### config.mk
export PLATFORM = sky130hd
export DESIGN_NAME = ad7264_spi_responder
export DESIGN_NICKNAME = d
export VERILOG_FILES = /design/src/rtl/ad7264_spi_responder_pkg.sv /design/src/rtl/ad7264_spi_responder_edge_sync.sv /design/src/rtl/ad7264_spi_responder.sv
export SDC_FILE = /design/constraint.sdc
export NUM_CORES = 1
export LEC_CHECK = 0
export ABC_CLOCK_PERIOD_IN_PS = 2500
export CAP_MARGIN = 20
export CORE_UTILIZATION = 56
export DETAILED_ROUTE_END_ITERATION = 12
export PLACE_DENSITY = 0.88
export SLEW_MARGIN = 20
export SYNTH_ARGS = -nofsm -noshare
export SYNTH_HDL_FRONTEND = slang
export SYNTH_SLANG_ARGS = --single-unit
### constraint.sdc
create_clock -name clk -period 2.5 [get_ports clk]
set_clock_uncertainty 0.15 [all_clocks]
set_input_delay 0.5 -clock clk [delete_from_list [all_inputs] [get_ports clk]]
set_output_delay 0.5 -clock clk [all_outputs]
set_load 0.1 [all_outputs]
### src/rtl/ad7264_spi_responder_pkg.sv
`default_nettype none
// ============================================================================
// Module      : ad7264_spi_responder_pkg
// Description : Shared widths, frame geometry defaults and FSM state encoding
//               for the AD7264 SPI responder.
// Revision    : 1.0 - initial release
// ============================================================================
package ad7264_spi_responder_pkg;

    localparam int AD7264_SAMPLE_W    = 14;
    localparam int AD7264_CTRL_W      = 16;
    localparam int AD7264_FRAME_BITS  = 32;
    localparam int AD7264_DATA_START  = 18;

    // Responder FSM encoding
    localparam logic [1:0] c_IDLE  = 2'd0;
    localparam logic [1:0] c_SHIFT = 2'd1;
    localparam logic [1:0] c_DONE  = 2'd2;

endpackage
`default_nettype wire

### src/rtl/ad7264_spi_responder_edge_sync.sv
`default_nettype none
// ============================================================================
// Module      : spi_edge_sync
// Description : Brings SCLK, SS and MOSI into the clk domain through 2-flop
//               synchronizers and derives single-clk edge pulses.
// Ports       : clk, resetn        - system clock, async active-low reset
//               sclk, ss_n, mosi   - raw SPI pins
//               ss_n_sync          - synchronized slave select
//               mosi_sync          - synchronized MOSI, aligned with sclk pulses
//               sample_pulse       - SCLK edge on which MOSI is captured
//               drive_pulse        - SCLK edge on which MISO advances
//               ss_fall, ss_rise   - synchronized SS edges
// Revision    : 1.0 - initial release
// ============================================================================
module spi_edge_sync #(
    parameter bit CPOL = 1'b1,
    parameter bit CPHA = 1'b0
) (
    input  logic clk,
    input  logic resetn,
    input  logic sclk,
    input  logic ss_n,
    input  logic mosi,
    output logic ss_n_sync,
    output logic mosi_sync,
    output logic sample_pulse,
    output logic drive_pulse,
    output logic ss_fall,
    output logic ss_rise
);

    logic [2:0] r_sclk;
    logic [2:0] r_ss;
    logic [1:0] r_mosi;
    logic       w_lead;
    logic       w_trail;

    // SCLK history resets to its idle level so no edge is invented at reset
    // release. SS history resets low: if SS is still asserted when reset
    // lifts, no fall is seen and the responder will not join a frame halfway.
    always_ff @(posedge clk or negedge resetn) begin
        if (!resetn) begin
            r_sclk <= {3{CPOL}};
            r_ss   <= 3'b000;
            r_mosi <= 2'b00;
        end else begin
            r_sclk <= {r_sclk[1:0], sclk};
            r_ss   <= {r_ss[1:0], ss_n};
            r_mosi <= {r_mosi[0], mosi};
        end
    end

    assign w_lead  = (r_sclk[2] == CPOL) && (r_sclk[1] != CPOL);
    assign w_trail = (r_sclk[2] != CPOL) && (r_sclk[1] == CPOL);

    assign sample_pulse = CPHA ? w_trail : w_lead;
    assign drive_pulse  = CPHA ? w_lead  : w_trail;

    assign ss_n_sync = r_ss[1];
    assign ss_fall   = r_ss[2] & ~r_ss[1];
    assign ss_rise   = ~r_ss[2] & r_ss[1];
    assign mosi_sync = r_mosi[1];

endmodule
`default_nettype wire

### src/rtl/ad7264_spi_responder.sv
`default_nettype none
// ============================================================================
// Module      : ad7264_spi_responder
// Description : Slave-side model of one AD7264 dual ADC. Captures the control
//               word from MOSI and returns two samples on MISO_A/MISO_B.
// Ports       : clk, resetn            - system clock (>= 4x SCLK), async reset
//               SCLK, SS, MOSI         - SPI from master (SS active low)
//               MISO_A, MISO_B         - serial results, miso_oe while driven
//               sampleA, sampleB       - parallel sample sources
//               ctrl_word, ctrl_valid  - last control word and update pulse
//               frame_done             - pulse after FRAME_BITS sample edges
//               frame_error            - pulse on SS release mid-frame
//               busy                   - high from SS fall until back in IDLE
// Revision    : 1.0 - initial release
// ============================================================================
module ad7264_spi_responder
    import ad7264_spi_responder_pkg::*;
#(
    parameter bit CPOL       = 1'b1,
    parameter bit CPHA       = 1'b0,
    parameter int FRAME_BITS = AD7264_FRAME_BITS,
    parameter int CTRL_BITS  = AD7264_CTRL_W,
    parameter int DATA_START = AD7264_DATA_START
) (
    input  logic                       clk,
    input  logic                       resetn,
    input  logic                       SCLK,
    input  logic                       SS,
    input  logic                       MOSI,
    output logic                       MISO_A,
    output logic                       MISO_B,
    output logic                       miso_oe,
    input  logic [AD7264_SAMPLE_W-1:0] sampleA,
    input  logic [AD7264_SAMPLE_W-1:0] sampleB,
    output logic [AD7264_CTRL_W-1:0]   ctrl_word,
    output logic                       ctrl_valid,
    output logic                       frame_done,
    output logic                       frame_error,
    output logic                       busy
);

    localparam int         c_TAIL       = FRAME_BITS - DATA_START - AD7264_SAMPLE_W;
    localparam logic [5:0] c_CTRL_END   = 6'(CTRL_BITS);
    localparam logic [5:0] c_CTRL_LAST  = 6'(CTRL_BITS - 1);
    localparam logic [5:0] c_FRAME_LAST = 6'(FRAME_BITS - 1);
    localparam logic [5:0] c_FRAME_END  = 6'(FRAME_BITS);

    logic                     w_ssSync;
    logic                     w_mosi;
    logic                     w_samplePulse;
    logic                     w_drivePulse;
    logic                     w_ssFall;
    logic                     w_ssRise;
    logic [FRAME_BITS-1:0]    w_loadA;
    logic [FRAME_BITS-1:0]    w_loadB;

    logic [1:0]               r_state;
    logic [5:0]               r_bitCnt;
    logic [CTRL_BITS-1:0]     r_ctrlShift;
    logic [AD7264_CTRL_W-1:0] r_ctrlWord;
    logic                     r_ctrlValid;
    logic                     r_frameDone;
    logic                     r_frameError;
    logic [FRAME_BITS-1:0]    r_shA;
    logic [FRAME_BITS-1:0]    r_shB;
    logic                     r_holdFirst;

    spi_edge_sync #(
        .CPOL (CPOL),
        .CPHA (CPHA)
    ) u_edgeSync (
        .clk          (clk),
        .resetn       (resetn),
        .sclk         (SCLK),
        .ss_n         (SS),
        .mosi         (MOSI),
        .ss_n_sync    (w_ssSync),
        .mosi_sync    (w_mosi),
        .sample_pulse (w_samplePulse),
        .drive_pulse  (w_drivePulse),
        .ss_fall      (w_ssFall),
        .ss_rise      (w_ssRise)
    );

    // Frame image: DATA_START leading zeros, the sample, then trailing zeros.
    // The shift registers themselves are the capture point, so a sample that
    // changes after SS fall cannot reach the current frame.
    assign w_loadA = FRAME_BITS'(sampleA) << c_TAIL;
    assign w_loadB = FRAME_BITS'(sampleB) << c_TAIL;

    always_ff @(posedge clk or negedge resetn) begin
        if (!resetn) begin
            r_state      <= c_IDLE;
            r_bitCnt     <= 6'd0;
            r_ctrlShift  <= '0;
            r_ctrlWord   <= '0;
            r_ctrlValid  <= 1'b0;
            r_frameDone  <= 1'b0;
            r_frameError <= 1'b0;
            r_shA        <= '0;
            r_shB        <= '0;
            r_holdFirst  <= 1'b0;
        end else begin
            r_ctrlValid  <= 1'b0;
            r_frameDone  <= 1'b0;
            r_frameError <= 1'b0;
            case (r_state)
                c_IDLE: begin
                    r_bitCnt <= 6'd0;
                    // Any SCLK edge coincident with the SS fall is dropped here.
                    if (w_ssFall) begin
                        r_shA       <= w_loadA;
                        r_shB       <= w_loadB;
                        r_ctrlShift <= '0;
                        // With CPHA=1 the first drive edge presents bit 0,
                        // which is already at the MSB, so it must not shift.
                        r_holdFirst <= CPHA;
                        r_state     <= c_SHIFT;
                    end
                end
                c_SHIFT: begin
                    if (w_ssRise) begin
                        r_frameError <= 1'b1;
                        r_bitCnt     <= 6'd0;
                        r_state      <= c_IDLE;
                    end else begin
                        if (w_samplePulse) begin
                            if (r_bitCnt < c_CTRL_END) begin
                                r_ctrlShift <= {r_ctrlShift[CTRL_BITS-2:0], w_mosi};
                            end
                            if (r_bitCnt == c_CTRL_LAST) begin
                                r_ctrlWord  <= AD7264_CTRL_W'({r_ctrlShift[CTRL_BITS-2:0], w_mosi});
                                r_ctrlValid <= 1'b1;
                            end
                            if (r_bitCnt == c_FRAME_LAST) begin
                                r_frameDone <= 1'b1;
                                r_state     <= c_DONE;
                            end
                            if (r_bitCnt != c_FRAME_END) begin
                                r_bitCnt <= r_bitCnt + 6'd1;
                            end
                        end
                        if (w_drivePulse) begin
                            if (r_holdFirst) begin
                                r_holdFirst <= 1'b0;
                            end else begin
                                r_shA <= {r_shA[FRAME_BITS-2:0], 1'b0};
                                r_shB <= {r_shB[FRAME_BITS-2:0], 1'b0};
                            end
                        end
                    end
                end
                c_DONE: begin
                    // Level test rather than edge so a release is never missed.
                    if (w_ssSync) begin
                        r_bitCnt <= 6'd0;
                        r_state  <= c_IDLE;
                    end
                end
                default: begin
                    r_state <= c_IDLE;
                end
            endcase
        end
    end

    assign miso_oe     = (r_state == c_SHIFT);
    assign MISO_A      = miso_oe & r_shA[FRAME_BITS-1];
    assign MISO_B      = miso_oe & r_shB[FRAME_BITS-1];
    assign busy        = (r_state != c_IDLE);
    assign ctrl_word   = r_ctrlWord;
    assign ctrl_valid  = r_ctrlValid;
    assign frame_done  = r_frameDone;
    assign frame_error = r_frameError;

endmodule
`default_nettype wire

After elaboration in Yosys (flattened, before gate mapping)

Index checks and enable logic that the tools add are counted.

Add/subtract/negate cells: 1
$lt $le $gt $ge: 1
Equal/unequal tests: 15
Mux-type cells: 40
Bitwise gates (word level): 9
Reduce and logical (&&, ||, !) cells: 12

Operators by type and width:

| cell                                               | number |
|---|---|
| 2-to-1 mux 32 bit                                  | 8 |
| one-hot mux 32 bit (2 select lines)                | 2 |
| 2-to-1 mux 15 bit                                  | 4 |
| one-hot mux 15 bit (2 select lines)                | 1 |
| 2-to-1 mux 6 bit                                   | 4 |
| one-hot mux 6 bit (3 select lines)                 | 1 |
| AND reduction 4 bit                                | 4 |
| 2-to-1 mux 1 bit                                   | 13 |
| 2-to-1 mux 2 bit                                   | 5 |
| != test 2 x 1 -> 1 bit, second input constant      | 5 |
| AND reduction 5 bit                                | 2 |
| != test 3 x 1 -> 1 bit, second input constant      | 3 |
| adder 6 x 1 -> 6 bit, second input constant        | 1 |
| == test 6 x 4 -> 1 bit, second input constant      | 1 |
| == test 6 x 5 -> 1 bit, second input constant      | 1 |
| < comparator 6 x 5 -> 1 bit, second input constant | 1 |
| != test 6 bit, second input constant               | 1 |
| one-hot mux 2 bit (3 select lines)                 | 1 |
| NOT 1 bit                                          | 5 |
| AND 1 bit                                          | 4 |
| != test 2 bit, second input constant               | 2 |
| nonzero test 2 bit                                 | 2 |
| nonzero test 3 bit                                 | 1 |
| == test 2 x 1 -> 1 bit, second input constant      | 1 |
| 4 further kinds                                    | 5 |

Flip-flop bits (word level): 115
Bits of input ports: 33
Word-level logic and storage cells: 91

Logic depth before layout (Yosys ltp)

Depth in word-level cells: 5
Depth in mapped cells: 7
Gate-level depth less buffers: 5

By module

From an unflattened synthesis, not the netlist that was laid out.

Cell total of the unflattened synthesis: 490
Area total of the unflattened synthesis: 4902.2 µm²

Modules (own cells, without submodules):

| module               | times used | cells each | area each (µm²) | seq. area each (µm²) |
|---|---|---|---|---|
| ad7264_spi_responder | 1          | 478        | 4663.2          | 2652.5 |
| spi_edge_sync        | 1          | 12         | 239.0           | 203.9 |

Worst setup path after synthesis

OpenSTA, ideal clock, no wires.

Path kind: reg-to-output
Start point: reg r_state[1]
End point: out MISO_A
Data arrival time: 2.024 ns
Slack: -0.174 ns
Stages on the path, launching flop included: 4
Path buffers: 1
Cells stage by stage: dfrtp_1 -> nand2b_1 -> clkbuf_1 -> nor2_1

Longest elaborated chain between the ends: 2

Ends and longest elaborated chain:

| what                   | line                        | source |
|---|---|---|
| from (decl)            | ad7264_spi_responder.sv:57  | `logic [1:0] r_state;` |
| from (signal assigned) | ad7264_spi_responder.sv:93  | `r_state <= c_IDLE;` |
| from (signal assigned) | ad7264_spi_responder.sv:118 | `r_state <= c_SHIFT;` |
| from (signal assigned) | ad7264_spi_responder.sv:125 | `r_state <= c_IDLE;` |
| == test 2 x 1 -> 1 bit | ad7264_spi_responder.sv:167 | `assign miso_oe = (r_state == c_SHIFT);` |
| AND 1 bit              | ad7264_spi_responder.sv:168 | `assign MISO_A = miso_oe & r_shA[FRAME_BITS-1];` |
| to (decl)              | ad7264_spi_responder.sv:30  | `output logic MISO_A,` |

No other way between the ends.

Worst setup path in the final report

Same ends and word-level chain as after synthesis.

==> run_results.csv <==
group,metric,value,unit
floorplan,initial_core_util,58.9,%
logic_synthesis,netlist_area,0.00494,sq mm
logic_synthesis,yosysTopAreaCell,"dfrtp_1",
clock_network,clock_latency,510,ps
sta,rsz0062_at_grt,"no",
logic_synthesis,synth_seq_cells,114,
floorplan,dieArea,0.00920,sq mm
routing,via_per_inst,5.35,
critical_path,slowest_delay,470,ps
grt,grt.overflow.total,0,
critical_path,critPathLaunchType,"flip-flop",
logic_synthesis,ys_seq_area_share,57.8,%
logic_synthesis,yosysWarnings,0,
hold_path,hold_depth,0,
floorplan,io_pins,56,
floorplan,rows,33,
grt,grt_pass1_vias,3119,
logic_synthesis,ys.flop_type,"dfrtp_1",
finish,area_growth,25.1,%
critical_path,crit_buf_inv,1,
finish,final_common_cell,"dfrtp_1",
logic_synthesis,synth_area_per_cell,12.5,sq um
clock_network,post_cts_buffers,0,
logic_synthesis,synthDistinctLibCells,36,
floorplan,core,0.00838,sq mm
power_and_ir_drop,ir_drop,0.668,mV
power_and_ir_drop,cellPowerDensity,864,mW/mm^2
logic_synthesis,synth_edf_count,0,
critical_path,arrival,1760,ps
sta,tns,0,ps
logic_synthesis,synth_cells,396,
critical_path,r2r_slack,340,ps
routing,final_antenna_net_count,0,
grt,grt_pass1_wl,14700,um
logic_synthesis,synth.area.top_cells,"dfrtp_1 (56%), mux2_2 (13%), mux2i_1 (7.5%), inv_1 (3.5%), nand2_1 (3.0%)",
finish,final_cell_mix,"dfrtp_1 (110), mux2_2 (59), inv_1 (46)",
grt,grt_usage,21.6,%
routing,wl,8840,um
power_and_ir_drop,power,5.34,mW
placed_design,gp_congestion,0.843,
sta,period_needed,2410,ps
clock_network,htreeDepth,4,
critical_path,cp_top_family,"simple AND/OR/NAND/NOR gates",
sta,hold_viol,0,
routing,drc,0,
sta,finalCritPeriodShare,96.4,%
critical_path,cp-end-kind,"output pin",
grt,antenna_found_initial,0,
floorplan,die_width,95.9,um
logic_synthesis,synthesis.nets,431,
critical_path,ff2ff_path_depth,4,
hold_path,min-delay-path-class,"reg -> reg",
floorplan,die_h,95.9,um
sta,slew_violations,0,
clock_network,numCtsBuffers,17,
routing,num_vias,3088,
critical_path,path_cells,"nand2b_2, nor2_1, buf_12",
sta,worstMarginPinSlew,926,ps
critical_path,path_class,"reg -> out",
sta,clock.fmax,415,MHz
logic_synthesis,async_flop_share,100,%
critical_path,cp_data_required_time,1850,ps
outcome,status,"complete, no violations",
clock_network,cts_root_buf,"clkbuf_8",
placed_design,portBuffers,55,
clock_network,cts.sinks,114,
finish,diodes,0,
routing,drtPass1Iterations,4,
critical_path,critPathSlowestCell,"dfrtp_1",
routing,post_drt_wl_per_cell,15.3,um
clock_network,clock_path_buffers,2,
power_and_ir_drop,p_leak,2.85,nW
routing,drt_iter0_drc,115,
finish,fin_util,73.7,%
logic_synthesis,synth.top_cell.area_share,56.2,%
run,drv_cap,0,
critical_path,path_depth,3,
placed_design,dp_hpwl,5590,um
grt,grt_max_degree,50,
sta,timing.slew.headroom,37.8,%
sta,timing.hold.ws,208,ps
clock_network,cts_tree,"done",
critical_path,cp_max_fo,9,
finish,nets,494,
clock_network,cts.clk_slew.worst_paths,50,ps
sta,setup_viol,0,
finish,drive_gt1_share,29.7,%
## power breakdown
part | total, mW | switching [mW] | leakage (nW) | internal, mW
logic | 0.854 | 0.384 | 1.07 | 0.470
clock network | 2.21 | 0.806 | 0.272 | 1.40
registers | 2.28 | 0.152 | 1.51 | 2.13
## synth_stat cells, types with 3 or more instances
master,instances
dfrtp_1,111
mux2_2,59
inv_1,46
nand2_1,39
mux2i_1,37
a22o_1,15
clkbuf_1,10
a31oi_1,9
mux2_4,9
buf_2,8
nor2_1,7
nand3_1,5
a21oi_1,4
nand2b_1,4
nor3_1,4
and3_1,3
dfstp_2,3
o21ai_0,3
## final timing paths
kind | start | to
max in group asynchronous | resetn | u_edgeSync.r_sclk[0]
min in group asynchronous | resetn | r_bitCnt[2]
max | r_state[1] | MISO_A
min | u_edgeSync.r_mosi[0] | u_edgeSync.r_mosi[1]
max reg2reg | r_bitCnt[4] | r_ctrlShift[10]
min reg2reg | u_edgeSync.r_mosi[0] | u_edgeSync.r_mosi[1]
## sequential cells by signal, summed over array words and instances (netlist names)
name,cells
u_edgeSync.r_sclk,3
r_ctrlShift,15
u_edgeSync.r_ss,3
ctrl_valid,1
ctrl_word,16
u_edgeSync.r_mosi,2
frame_error,1
r_shA,32
r_state,2
r_shB,32
r_bitCnt,6
frame_done,1
## final cells by class
cell class | instances | area, sq um
sequential | 114 | 2860
clock buffer | 20 | 425
multi-input combinational | 216 | 1830
tap | 105 | 131
clock inverter | 12 | 116
fill | 534 | 2200
inverter | 46 | 173
timing repair buffer | 64 | 648
## per-layer routing
layer	global-route usage, %	vias to the layer above	share of wire (%)
li1	-	1473	-
met1	26.6	1516	45
met2	35.7	77	49
met3	4.90	22	3.9
met4	11.4	0	1.9
met5	0	-	0
## cells by family after synthesis
family          Yosys count  share of synthesized area, %
flops                   114                          57.8
mux                     105                          23.7
buf+inv                  66                          5.44
fa+ha+maj                 2                         0.506
compound gates           37                          5.39
simple gates             72                          7.17
## per-stage QoR
stage	std cells	instance area, sq um	worst slack [ps]
floorplan	396	4940	-175
global placement	544	5630	444
detailed placement	544	5630	410
CTS	577	6180	63.9
global route	577	6180	8.82
finish	577	6180	88.8
## what timing repair did
item	in CTS	in global routing
hold buffers	1	0
gates resized for setup	1	0
setup endpoints to repair	3	0
endpoints found under the hold margin	19	0
Note: power is estimated with default switching activity, not from simulation.
